==> config.mk <==
export PLATFORM = sky130hd
export DESIGN_NAME = spi_master
export DESIGN_NICKNAME = d
export VERILOG_FILES = /design/src/rtl/spi_master.sv
export SDC_FILE = /design/constraint.sdc
export NUM_CORES = 1
export LEC_CHECK = 0
export ABC_AREA = 1
export CORE_MARGIN = 1.5
export CORE_UTILIZATION = 52
export CTS_CLUSTER_SIZE = 24
export DETAILED_ROUTE_END_ITERATION = 10
export GPL_TIMING_DRIVEN = 0
export PLACE_DENSITY = 0.81
export SLEW_MARGIN = 0
export SYNTH_ARGS = -nofsm -noshare
export SYNTH_HDL_FRONTEND = slang
export SYNTH_SLANG_ARGS = --single-unit
==> constraint.sdc <==
create_clock -name clk_i -period 1.95 [get_ports clk_i]
set_input_delay 0.2925 -clock clk_i [delete_from_list [all_inputs] [get_ports clk_i]]
set_output_delay 0.2925 -clock clk_i [all_outputs]
set_load 0.03 [all_outputs]
==> src/rtl/spi_master.sv <==
// SPI master: one start pulse runs one framed transfer of 8*NBYTES bits, MSB first,
// with runtime CPOL/CPHA and an mclk derived from clk by a fixed divider of DIV cycles.
module spi_master #(
  parameter int NBYTES = 1,
  parameter int DIV    = 4
) (
  input  logic                  clk_i,
  input  logic                  reset_i,
  input  logic                  cpol_i,
  input  logic                  cpha_i,
  input  logic                  start_i,
  input  logic [8*NBYTES-1:0]   din_i,
  output logic [8*NBYTES-1:0]   dout_o,
  output logic                  busy_o,
  output logic                  done_o,
  output logic                  select_o,
  output logic                  mclk_o,
  output logic                  mosi_o,
  input  logic                  miso_i
);

  localparam int W  = 8 * NBYTES;
  localparam int EW = $clog2(2 * W + 1);
  localparam int DW = (DIV > 1) ? $clog2(DIV) : 1;
  localparam logic [DW-1:0] DIV_LAST = DW'(DIV - 1);
  localparam logic [EW-1:0] EDGES    = EW'(2 * W);

  typedef enum logic [2:0] {
    S_IDLE  = 3'd0,
    S_LEAD  = 3'd1,
    S_SHIFT = 3'd2,
    S_TRAIL = 3'd3,
    S_GAP   = 3'd4
  } state_t;

  state_t          state_q;
  logic [DW-1:0]   div_q;
  logic [EW-1:0]   edges_q;
  logic [W-1:0]    sh_q;
  logic [W-1:0]    dout_q;
  logic            cpha_q;
  logic            select_q;
  logic            busy_q;
  logic            done_q;
  logic            mclk_q;
  logic            mosi_q;

  logic            tick;
  logic            is_sample;

  // Edges remaining counts down from 2W, so an even remaining count marks a leading edge.
  always_comb begin
    tick      = (div_q == DIV_LAST);
    is_sample = (~edges_q[0]) ^ cpha_q;
  end

  // Frame sequencer, divider, shift register and all registered outputs.
  always_ff @(posedge clk_i) begin
    if (reset_i) begin
      state_q  <= S_IDLE;
      div_q    <= '0;
      edges_q  <= '0;
      sh_q     <= '0;
      dout_q   <= '0;
      cpha_q   <= 1'b0;
      select_q <= 1'b0;
      busy_q   <= 1'b0;
      done_q   <= 1'b0;
      mclk_q   <= cpol_i;
      mosi_q   <= 1'b0;
    end else begin
      done_q <= 1'b0;
      div_q  <= (state_q == S_IDLE || tick) ? '0 : div_q + 1'b1;
      case (state_q)
        S_IDLE: begin
          mclk_q <= cpol_i;
          if (start_i) begin
            sh_q     <= din_i;
            cpha_q   <= cpha_i;
            select_q <= 1'b1;
            busy_q   <= 1'b1;
            mosi_q   <= din_i[W-1];
            edges_q  <= EDGES;
            state_q  <= S_LEAD;
          end
        end
        // The first mclk edge lands on the tick that ends the lead-in.
        S_LEAD, S_SHIFT: begin
          if (tick) begin
            mclk_q  <= ~mclk_q;
            edges_q <= edges_q - 1'b1;
            if (is_sample) begin
              sh_q <= {sh_q[W-2:0], miso_i};
            end else begin
              mosi_q <= sh_q[W-1];
            end
            state_q <= (edges_q == EW'(1)) ? S_TRAIL : S_SHIFT;
          end
        end
        S_TRAIL: begin
          if (tick) begin
            select_q <= 1'b0;
            state_q  <= S_GAP;
          end
        end
        S_GAP: begin
          if (tick) begin
            dout_q  <= sh_q;
            done_q  <= 1'b1;
            busy_q  <= 1'b0;
            state_q <= S_IDLE;
          end
        end
        default: state_q <= S_IDLE;
      endcase
    end
  end

  assign dout_o   = dout_q;
  assign busy_o   = busy_q;
  assign done_o   = done_q;
  assign select_o = select_q;
  assign mclk_o   = mclk_q;
  assign mosi_o   = mosi_q;

endmodule
---- Word-level counts from Yosys, hierarchy flattened ----
Index checks and enable logic that the tools add are counted.
cells by class
  multipliers ............................. 0
  div/mod/pow operators ................... 0
  bitwise gates (word level) .............. 4
  reduce and logical (&&, ||, !) cells .... 18
  mux-type cells .......................... 25
  eq/ne operators ......................... 13
  order comparisons ....................... 0
  shifts and indexed selects .............. 0
  add/subtract/negate cells ............... 2
operator list
  kind                                                                   number
  8-bit 2-to-1 mux                                                       3
  8-bit case mux with 2 select lines                                     1
  3-bit 2-to-1 mux                                                       4
  2-bit inequality test, second input constant                           6
  3-bit case mux with 4 select lines                                     1
  4-bit AND reduction                                                    3
  5-bit 2-to-1 mux                                                       2
  5-bit case mux with 2 select lines                                     1
  1-bit 2-to-1 mux                                                       9
  3-bit AND reduction                                                    3
  1-bit case mux with 2 select lines                                     4
  3-bit by 2-bit equality test with 1-bit output, second input constant  2
  2-bit AND reduction                                                    3
  2-bit nonzero test                                                     3
  2-bit OR reduction                                                     3
  5-bit by 1-bit equality test with 1-bit output, second input constant  1
  5-bit by 1-bit subtractor with 5-bit output, second input constant     1
  3-bit by 1-bit equality test with 1-bit output, second input constant  1
  3-bit equality test, second input constant                             1
  3-bit zero test                                                        1
  3-bit inequality test, second input constant                           1
  1-bit inverter                                                         3
  3-bit nonzero test                                                     1
  2-bit by 1-bit adder with 2-bit output, second input constant          1
  3 further kinds                                                        3
word-level totals
  bits in writable memories ............... 0
  memories kept ........................... 0
  flip-flop bits (word level) ............. 32
  logic and storage cells ................. 73
  ROM bits ................................ 0
  bits in latches ......................... 0
  output and inout bits ................... 13
  input port bits ......................... 14

---- Longest topological paths before layout ----
Gate-level depths: netlist of run 1.
  depth in word-level cells ............... 5
  gate-level depth with buffers ........... 10

---- Worst setup path after synthesis of run 1 ----
OpenSTA, ideal clock, no wires.
  kind .................................... flip-flop to flip-flop
  from .................................... register state_q[2]
  to ...................................... register mclk_q, in the netlist mclk_o, data pin
  slack ................................... 563 ps
  required time ........................... 1695 ps
  arrival time ............................ 1132 ps
  clock period less this slack ............ 1387 ps
  buffers on the path ..................... 2
  stages on the path, launching flop included .. 9
  cells stage by stage .................... dfxtp_1 > inv_1 > buf_2 > nand3_1 > buf_4 > nor2_1 > nand2_1 > o21ai_0 > inv_1
between the ends
  longest elaborated chain between the ends .. 4
  elaborated cells between the ends (all ways) .. 6
  classes of those cells .................. eq/ne (2); mux (2); reduce/logical (2)
RTL lines
  what                                                                                                                     line  source
  start, declared                                                                                                          36    state_t state_q;
  start signal, assigned                                                                                                   97    state_q <= (edges_q == EW'(1)) ? S_TRAIL : S_SHIFT;
  3-bit by 1-bit equality test with 1-bit output / 3-bit by 2-bit equality test with 1-bit output (equally long branches)  74    case (state_q)
  2-bit OR reduction                                                                                                       74
  1-bit case mux with 2 select lines (*)                                                                                   74
  1-bit 2-to-1 mux (*)                                                                                                     59    if (reset_i) begin
  end signal, assigned                                                                                                     69    mclk_q <= cpol_i;
  end signal, assigned                                                                                                     76    mclk_q <= cpol_i;
  end signal, assigned                                                                                                     90    mclk_q <= ~mclk_q;
  end, declared                                                                                                            45    logic mclk_q;
Every way passes the cells marked *; elsewhere a longest branch is shown, timed or not.
A chain may end at the register's enable or synchronous reset.

---- Worst setup path after layout of run 1 ----
  from .................................... register mclk_q, in the netlist mclk_o
  to ...................................... output port mclk_o
RTL lines
  what           line  source
  end, declared  17    output logic mclk_o,
No word-level cell between the ends.

==> flow_summary.toml, run 1 <==
[clock_tree]
cts_repair_resize_count = 0
insertion_delay_ps = 340
hold_buffers = 0
cts.sinks = 32
root_buffer = "clkbuf_4"
cts.clk_slew.worst_paths_ps = 100
cts_buffer_depth = 2
post_cts_buffers = 0
htreeDepth = 2
cts_tree = "done"
cts_buffers = 5

[sta]
maxSlewViolCount = 0
final.period_utilization = 0.8455
fmax_mhz = 606.5
final-setup-viol-count = 0
maxSlewHeadroom = 0.7226
rsz0062_at_grt = "false"
layout_min_cycle_time_ps = 1649
report.final.hold_viol_count = 0
holdWs_ps = 328.4
fin_skew_ps = 11.38
worst_pin_slew_ps = 416.1
setup_ws_ps = 301.2
setup_tns_ps = 0

[setup_path]
worstPathRequired_ps = 1660
endpoint = "mclk_o"
reg2reg_from = "state_q[2]"
cp_max_fo = 2
r2r_setup_slack_ps = 400
crit_arrival_ps = 1360
critical_path_class = "reg -> out"
end_kind = "output pin"
worstSetupStartpoint = "mclk_o"
startpoint_type = "flop"
crit_buf_inv = 1
r2r_cells = 8
worstSetupPathDepth = 1
slowest_delay_ps = 670
cp_top_family = "buffers and inverters"
cp_cell_sequence = "clkdlybuf4s50_1"
slowest_stage = "clkdlybuf4s50_1"
r2r_end = "mclk_o"

[power]
vdd_drop_max_mv = 0.9368
power.total_mw = 2.963
powerDensity_nw_per_um2 = 1536
power_leakage_nw = 0.8593

[worst_hold_path]
holdCritStartpoint = "reset_i"
worstHoldPathType = "in -> reg"
whs_path_depth = 2

[synthesis]
synth_warnings = 0
synth_top_family_by_area = "simple AND/OR/NAND/NOR gates"
synth_compound_area_frac = 0.1466
synth_edf_count = 1
ys.flop_type = "dfxtp_1"
ys_ff_latch = 32
synthCells = 226
yosys.area_share.xor_xnor = 0.01109
netlist_area_um2 = 1579
yosys.area_share.simple = 0.2845
yosysSeqAreaShare = 0.4120
synthAdderAreaFrac = 0.02377
async_flop_share = 0
avgSynthCellArea_um2 = 6.987
ys_types = 25
synthMuxAreaShare = 0
syn_nets = 243

[final_layout]
diodes = 0
synthToLayoutAreaGrowth_pct = 22.19
nNetsFinal = 275
final_util = 0.6820
drive_above_1_share = 0.08880
stdcell_count = 290
finalInstanceArea_um2 = 1929

[placement]
io_buffers = 25
dp_slack_ps = 332.2
hpwl_um = 2401
gp_congestion = 0.8537
dpl_cell_area_um2 = 1868
dp.cells = 282

[routing]
routed_wl_um = 3233
post_drt_wl_per_cell_um = 11.15
drtAntennaViolNets = 0
drc = 4
first_pass_iters = 7
vias = 1477
via_per_inst = 5.093
drtIter0Drc = 66

[status]
status = "complete, but fails checks"
violations = "DRC"

[floorplanning]
core_area_um2 = 2829
die_h_um = 58.11
design.die.area_um2 = 3376
start_util = 0.5582
num_rows = 19
ios = 27
die_w_um = 58.11

[global_route]
grtUsageTotal = 0.2108
antenna_found_initial = 0
grt_pass1_vias = 1258
grt_max_degree = 11
grt-ovfl-total = 0
grt_pass1_wl_um = 5457

[run]
maxCapViolCount = 0
## synth_stat cells (3+ instances only)
cell | instances | area share
o21ai_0 | 14 | 0.044
inv_1 | 32 | 0.076
a21oi_1 | 26 | 0.082
nand2_1 | 44 | 0.10
nand4_1 | 10 | 0.040
dfxtp_1 | 31 | 0.39
nor2_1 | 24 | 0.057
nand2_2 | 3 | 0.012
ha_1 | 3 | 0.024
buf_2 | 4 | 0.013
nand3_1 | 19 | 0.060
buf_6 | 3 | 0.021
## logic make-up (layout without fill, tap and decap cells)
logic type,count (synthesis),count (layout)
and+or+nand+nor,103,103
adders and majority gates,3,3
xor gates and xnor gates,2,2
DFF,32,32
AOI/OAI and AO/OA,43,43
buffers and inverters,43,76
## placed cells by master, fill, tap and decap left out
master           Yosys  layout
inv_2                1       1
nand2_1             44      44
xnor2_1              1       1
nand4_1             10      10
buf_2                4       4
o211ai_1             1       1
dfxtp_1             31      31
nor2_1              24      24
a21oi_1             26      26
o21ai_0             14      14
nor3_1               1       1
buf_1                1       1
clkbuf_8             0       1
a21oi_4              1       1
o21a_1               1       1
clkbuf_1             1       1
inv_1               32      32
or2_2                1       1
nand3_1             19      19
xor2_1               1       1
ha_1                 3       3
buf_6                3       3
edfxtp_1             1       1
clkdlybuf4s50_1      0      25
nand2_2              3       3
buf_4                1       1
clkbuf_4             0       5
clkinv_2             0       2
nor2_2               1       1
## state kept, by name, indices dropped and copies added (netlist names)
register  count
cpha_q        1
edges_q       5
done_o        1
state_q       3
mclk_o        1
dout_o        8
sh_q          8
select_o      1
mosi_o        1
busy_o        1
div_q         2
## worst min-delay path by stage
stage | endpoint | slack [ps]
after floorplan | div_q[0] | 400
after global placement | div_q[0] | 410
after detailed placement | div_q[0] | 410
after CTS | done_o | 330
after global routing | busy_o | 370
final | done_o | 330
## metal layers
metal / up-vias / global-route usage / part of all wire
met2: 40 / 0.2971 / 0.42
met5: - / 0 / 0
met1: 640 / 0.2989 / 0.51
li1: 792 / - / -
met3: 5 / 0.05580 / 0.058
met4: 0 / 0.09967 / 0.012
## power by group
part | total, mW | switching [mW] | internal [mW] | leakage (nW)
Combinational | 1.62 | 1.00 | 0.622 | 0.557
Sequential | 0.946 | 0.117 | 0.829 | 0.264
Clock | 0.392 | 0.221 | 0.171 | 0.0380
## layout make-up
type	count	area [um2]
buffer	10	68.82
clock buffer	6	51.30
clock inverter	2	10.01
fill	259	899.6
inverter	33	123.9
multi-input combinational	151	735.7
sequential	32	650.6
tap	31	38.79
timing repair buffer	25	250.2
Power figures use the tool's default switching activity.
==> run 2, diff against run 1 <==
==> constraint.sdc (replaced) <==
create_clock -name clk_i -period 1.7 [get_ports clk_i]
set_input_delay 0.255 -clock clk_i [delete_from_list [all_inputs] [get_ports clk_i]]
set_output_delay 0.255 -clock clk_i [all_outputs]
set_load 0.03 [all_outputs]
==> results of run 2 <==
Same layout as run 1 (identical final DEF). Status: complete, but fails checks: DRC.
Among the figures that moved: setup slack after placement 332.2 ps -> 119.7 ps; setup slack after layout 301.2 ps -> 88.71 ps; hold slack 328.4 ps -> 290.9 ps; register-to-register setup slack 400 ps -> 150 ps; total power 2.963 mW -> 3.399 mW; worst IR drop on VDD 0.9368 mV -> 1.075 mV
==> run 3, diff against run 2 <==
--- a/config.mk
+++ b/config.mk
@@ -5,13 +5,12 @@
 export SDC_FILE = /design/constraint.sdc
 export NUM_CORES = 1
 export LEC_CHECK = 0
-export ABC_AREA = 1
 export CORE_MARGIN = 1.5
-export CORE_UTILIZATION = 52
+export CORE_UTILIZATION = 51
 export CTS_CLUSTER_SIZE = 24
 export DETAILED_ROUTE_END_ITERATION = 10
 export GPL_TIMING_DRIVEN = 0
-export PLACE_DENSITY = 0.81
+export PLACE_DENSITY = 0.8
 export SLEW_MARGIN = 0
 export SYNTH_ARGS = -nofsm -noshare
 export SYNTH_HDL_FRONTEND = slang
==> run 3 against run 2 <==
Effect of this change: the run now ends clean; clock-buffer cell count increased by 1; clock power increased by 8.2%; die area fell by 2.7%; clock skew fell by 1.1 ps; hold slack improved by 140 ps; global-route usage increased by 2.5 points; sequential power fell by 26%; critical endpoint is now state_q[0]; highest routed layer unchanged.
==> flow_summary.toml, run 3 <==
[sta]
report.final.hold_viol_count = 0
final-setup-viol-count = 0
maxSlewViolCount = 0
maxSlewHeadroom = 0.6411
layout_min_cycle_time_ps = 1661
rsz0062_at_grt = "true"
fmax_mhz = 602.0
worst_pin_slew_ps = 538.4
setup_ws_ps = 38.96
fin_skew_ps = 10.26
final.period_utilization = 0.9771
holdWs_ps = 431.1

[setup_path]
worstPathRequired_ps = 1970
cp_max_fo = 3
r2r_setup_slack_ps = 40
startpoint_type = "flop"
r2r_cells = 6
reg2reg_from = "edges_q[1]"
end_kind = "flop"
cp_cell_sequence = "inv_1 > ha_1 > or4b_2 > o211ai_1 > o21ai_0 > nor3_1"
slowest_stage = "or4b_2"
critical_path_class = "reg -> reg"
slowest_delay_ps = 630
r2r_end = "state_q[0]"
crit_arrival_ps = 1930

[power]
powerDensity_nw_per_um2 = 789.2
vdd_drop_max_mv = 0.7091
power_leakage_nw = 0.7445
power.total_mw = 1.534

[synthesis]
synthTopCellsByCount = "dfxtp_1, nand2_1, a21oi_1"
yosysMostFrequentCell = "dfxtp_1"
ys_ff_latch = 32
synth_top_cell_area_share = 0.4123
ys.flop_type = "dfxtp_1"
netlist_area_um2 = 1505
synth_area_leader_cell = "dfxtp_1"
synthCells = 167
ys_types = 42
synth_warnings = 0
synthTopCellsByArea = "dfxtp_1, mux2i_1, nand2_1"
synth_edf_count = 1
async_flop_share = 0
avgSynthCellArea_um2 = 9.013
syn_nets = 184
yosysSeqAreaShare = 0.4323

[final_layout]
mostFrequentLayoutCells = "dfxtp_1, clkdlybuf4s50_1, nand2_1, a21oi_1, nor2_1"
stdcell_count = 230
num-fill-cells = 237
finalInstanceArea_um2 = 1944
diodes = 0
layout_commonest_cell = "dfxtp_1"
nNetsFinal = 216
synthToLayoutAreaGrowth_pct = 29.18
drive_above_1_share = 0.1457

[routing]
post_drt_wl_per_cell_um = 15.27
via_per_inst = 6.000
drtAntennaViolNets = 0
vias = 1380
first_pass_iters = 4
drtIter0Drc = 44
routed_wl_um = 3513
drc = 0

[global_route]
grt_pass1_wl_um = 5899
grt-ovfl-total = 0
grtUsageTotal = 0.2363
grt_pass1_vias = 1327
antenna_found_initial = 0
grt_max_degree = 11

[floorplanning]
start_util = 0.5412
design.die.area_um2 = 3286
num_rows = 19
core_area_um2 = 2781
die_w_um = 57.33
die_h_um = 57.33
ios = 27

[clock_tree]
cts_buffers = 5
cts.clk_slew.worst_paths_ps = 90
cts_buffer_depth = 2
cts.sinks = 32
cts_tree = "done"
root_buffer = "clkbuf_4"
hold_buffers = 0
htreeDepth = 2
insertion_delay_ps = 350

[placement]
dp.cells = 224
gp_congestion = 0.8436
hpwl_um = 2487
dpl_cell_area_um2 = 1804
io_buffers = 26
dp_slack_ps = -179.3

[worst_hold_path]
worstHoldPathType = "reg -> reg"
holdCritStartpoint = "div_q[0]"
whs_path_depth = 1
whs_endpoint = "div_q[0]"

[run]
maxCapViolCount = 0

[status]
status = "finished clean"
-- run 3: cell families (layout without fill, tap and decap cells) --
logic type	count (synthesis)	count (layout)	share of synthesized area
compound gates	39	39	0.1771
xor+xnor	3	3	0.02245
fa+ha+maj	3	3	0.02494
buf+inv	16	48	0.06317
flops	32	32	0.4323
mux	10	10	0.06733
simple gates	64	64	0.2128
-- run 3: power by group --
group | internal, mW | switching (mW)
registers | 0.787 | 0.0230
clock network | 0.234 | 0.253
logic | 0.118 | 0.119
total | 1.14 | 0.395
-- run 3: area by class of cell --
cell class | count | area, um2 | area share
Multi-Input combinational cell | 119 | 825.8 | 0.4247
Timing Repair Buffer | 26 | 260.3 | 0.1338
Inverter | 5 | 18.77 | 0.009653
Sequential cell | 32 | 653.1 | 0.3359
Tap cell | 31 | 38.79 | 0.01995
Clock buffer | 7 | 65.06 | 0.03346
Buffer | 10 | 82.58 | 0.04247
-- run 3: worst max path at each step --
| stage | depth (start not counted) | slack (ps) | startpoint | to |
|---|---|---|---|---|
| global route | 6 | -90 | edges_q[1] | state_q[0] |
| floorplan | 5 | 170 | edges_q[0] | state_q[0] |
| finish | 6 | 40 | edges_q[1] | state_q[0] |
| CTS | 5 | 4 | edges_q[0] | state_q[0] |
| detailed placement | 4 | -180 | start_i | sh_q[1] |
| global placement | 4 | -100 | start_i | sh_q[7] |
-- run 3: critical path: cells and delay by family (launching register included) --
| family | cells | cell delay, ps |
|---|---|---|
| AO/OA/AOI/OAI | 2 | 280 |
| buffers and inverters | 1 | 80 |
| flip-flops | 1 | 330 |
| AND/OR/NAND/NOR | 2 | 740 |
| adder cells (fa/ha/maj) | 1 | 140 |
-- run 3: layer usage --
metal,part of all wire,global-route usage,up-vias
met5,0,0,-
met4,0.018,0.09967,0
met3,0.066,0.08617,9
met2,0.48,0.3826,41
met1,0.43,0.2837,662
li1,-,-,668
-- run 3: through the flow --
stage / util / TNS (ps)
floorplan: - / 0
global placement: 0.6487 / -1070
CTS: 0.6838 / 0
detailed placement: 0.6487 / -2108
global route: 0.6991 / -92.02
finish: 0.6991 / 0
-- run 3: what timing repair did --
action / CTS / global route
hold endpoints to repair: 0 / 0
setup endpoints to repair: 18 / 24
resized for setup: 5 / 12
buffers inserted: 0 / 0
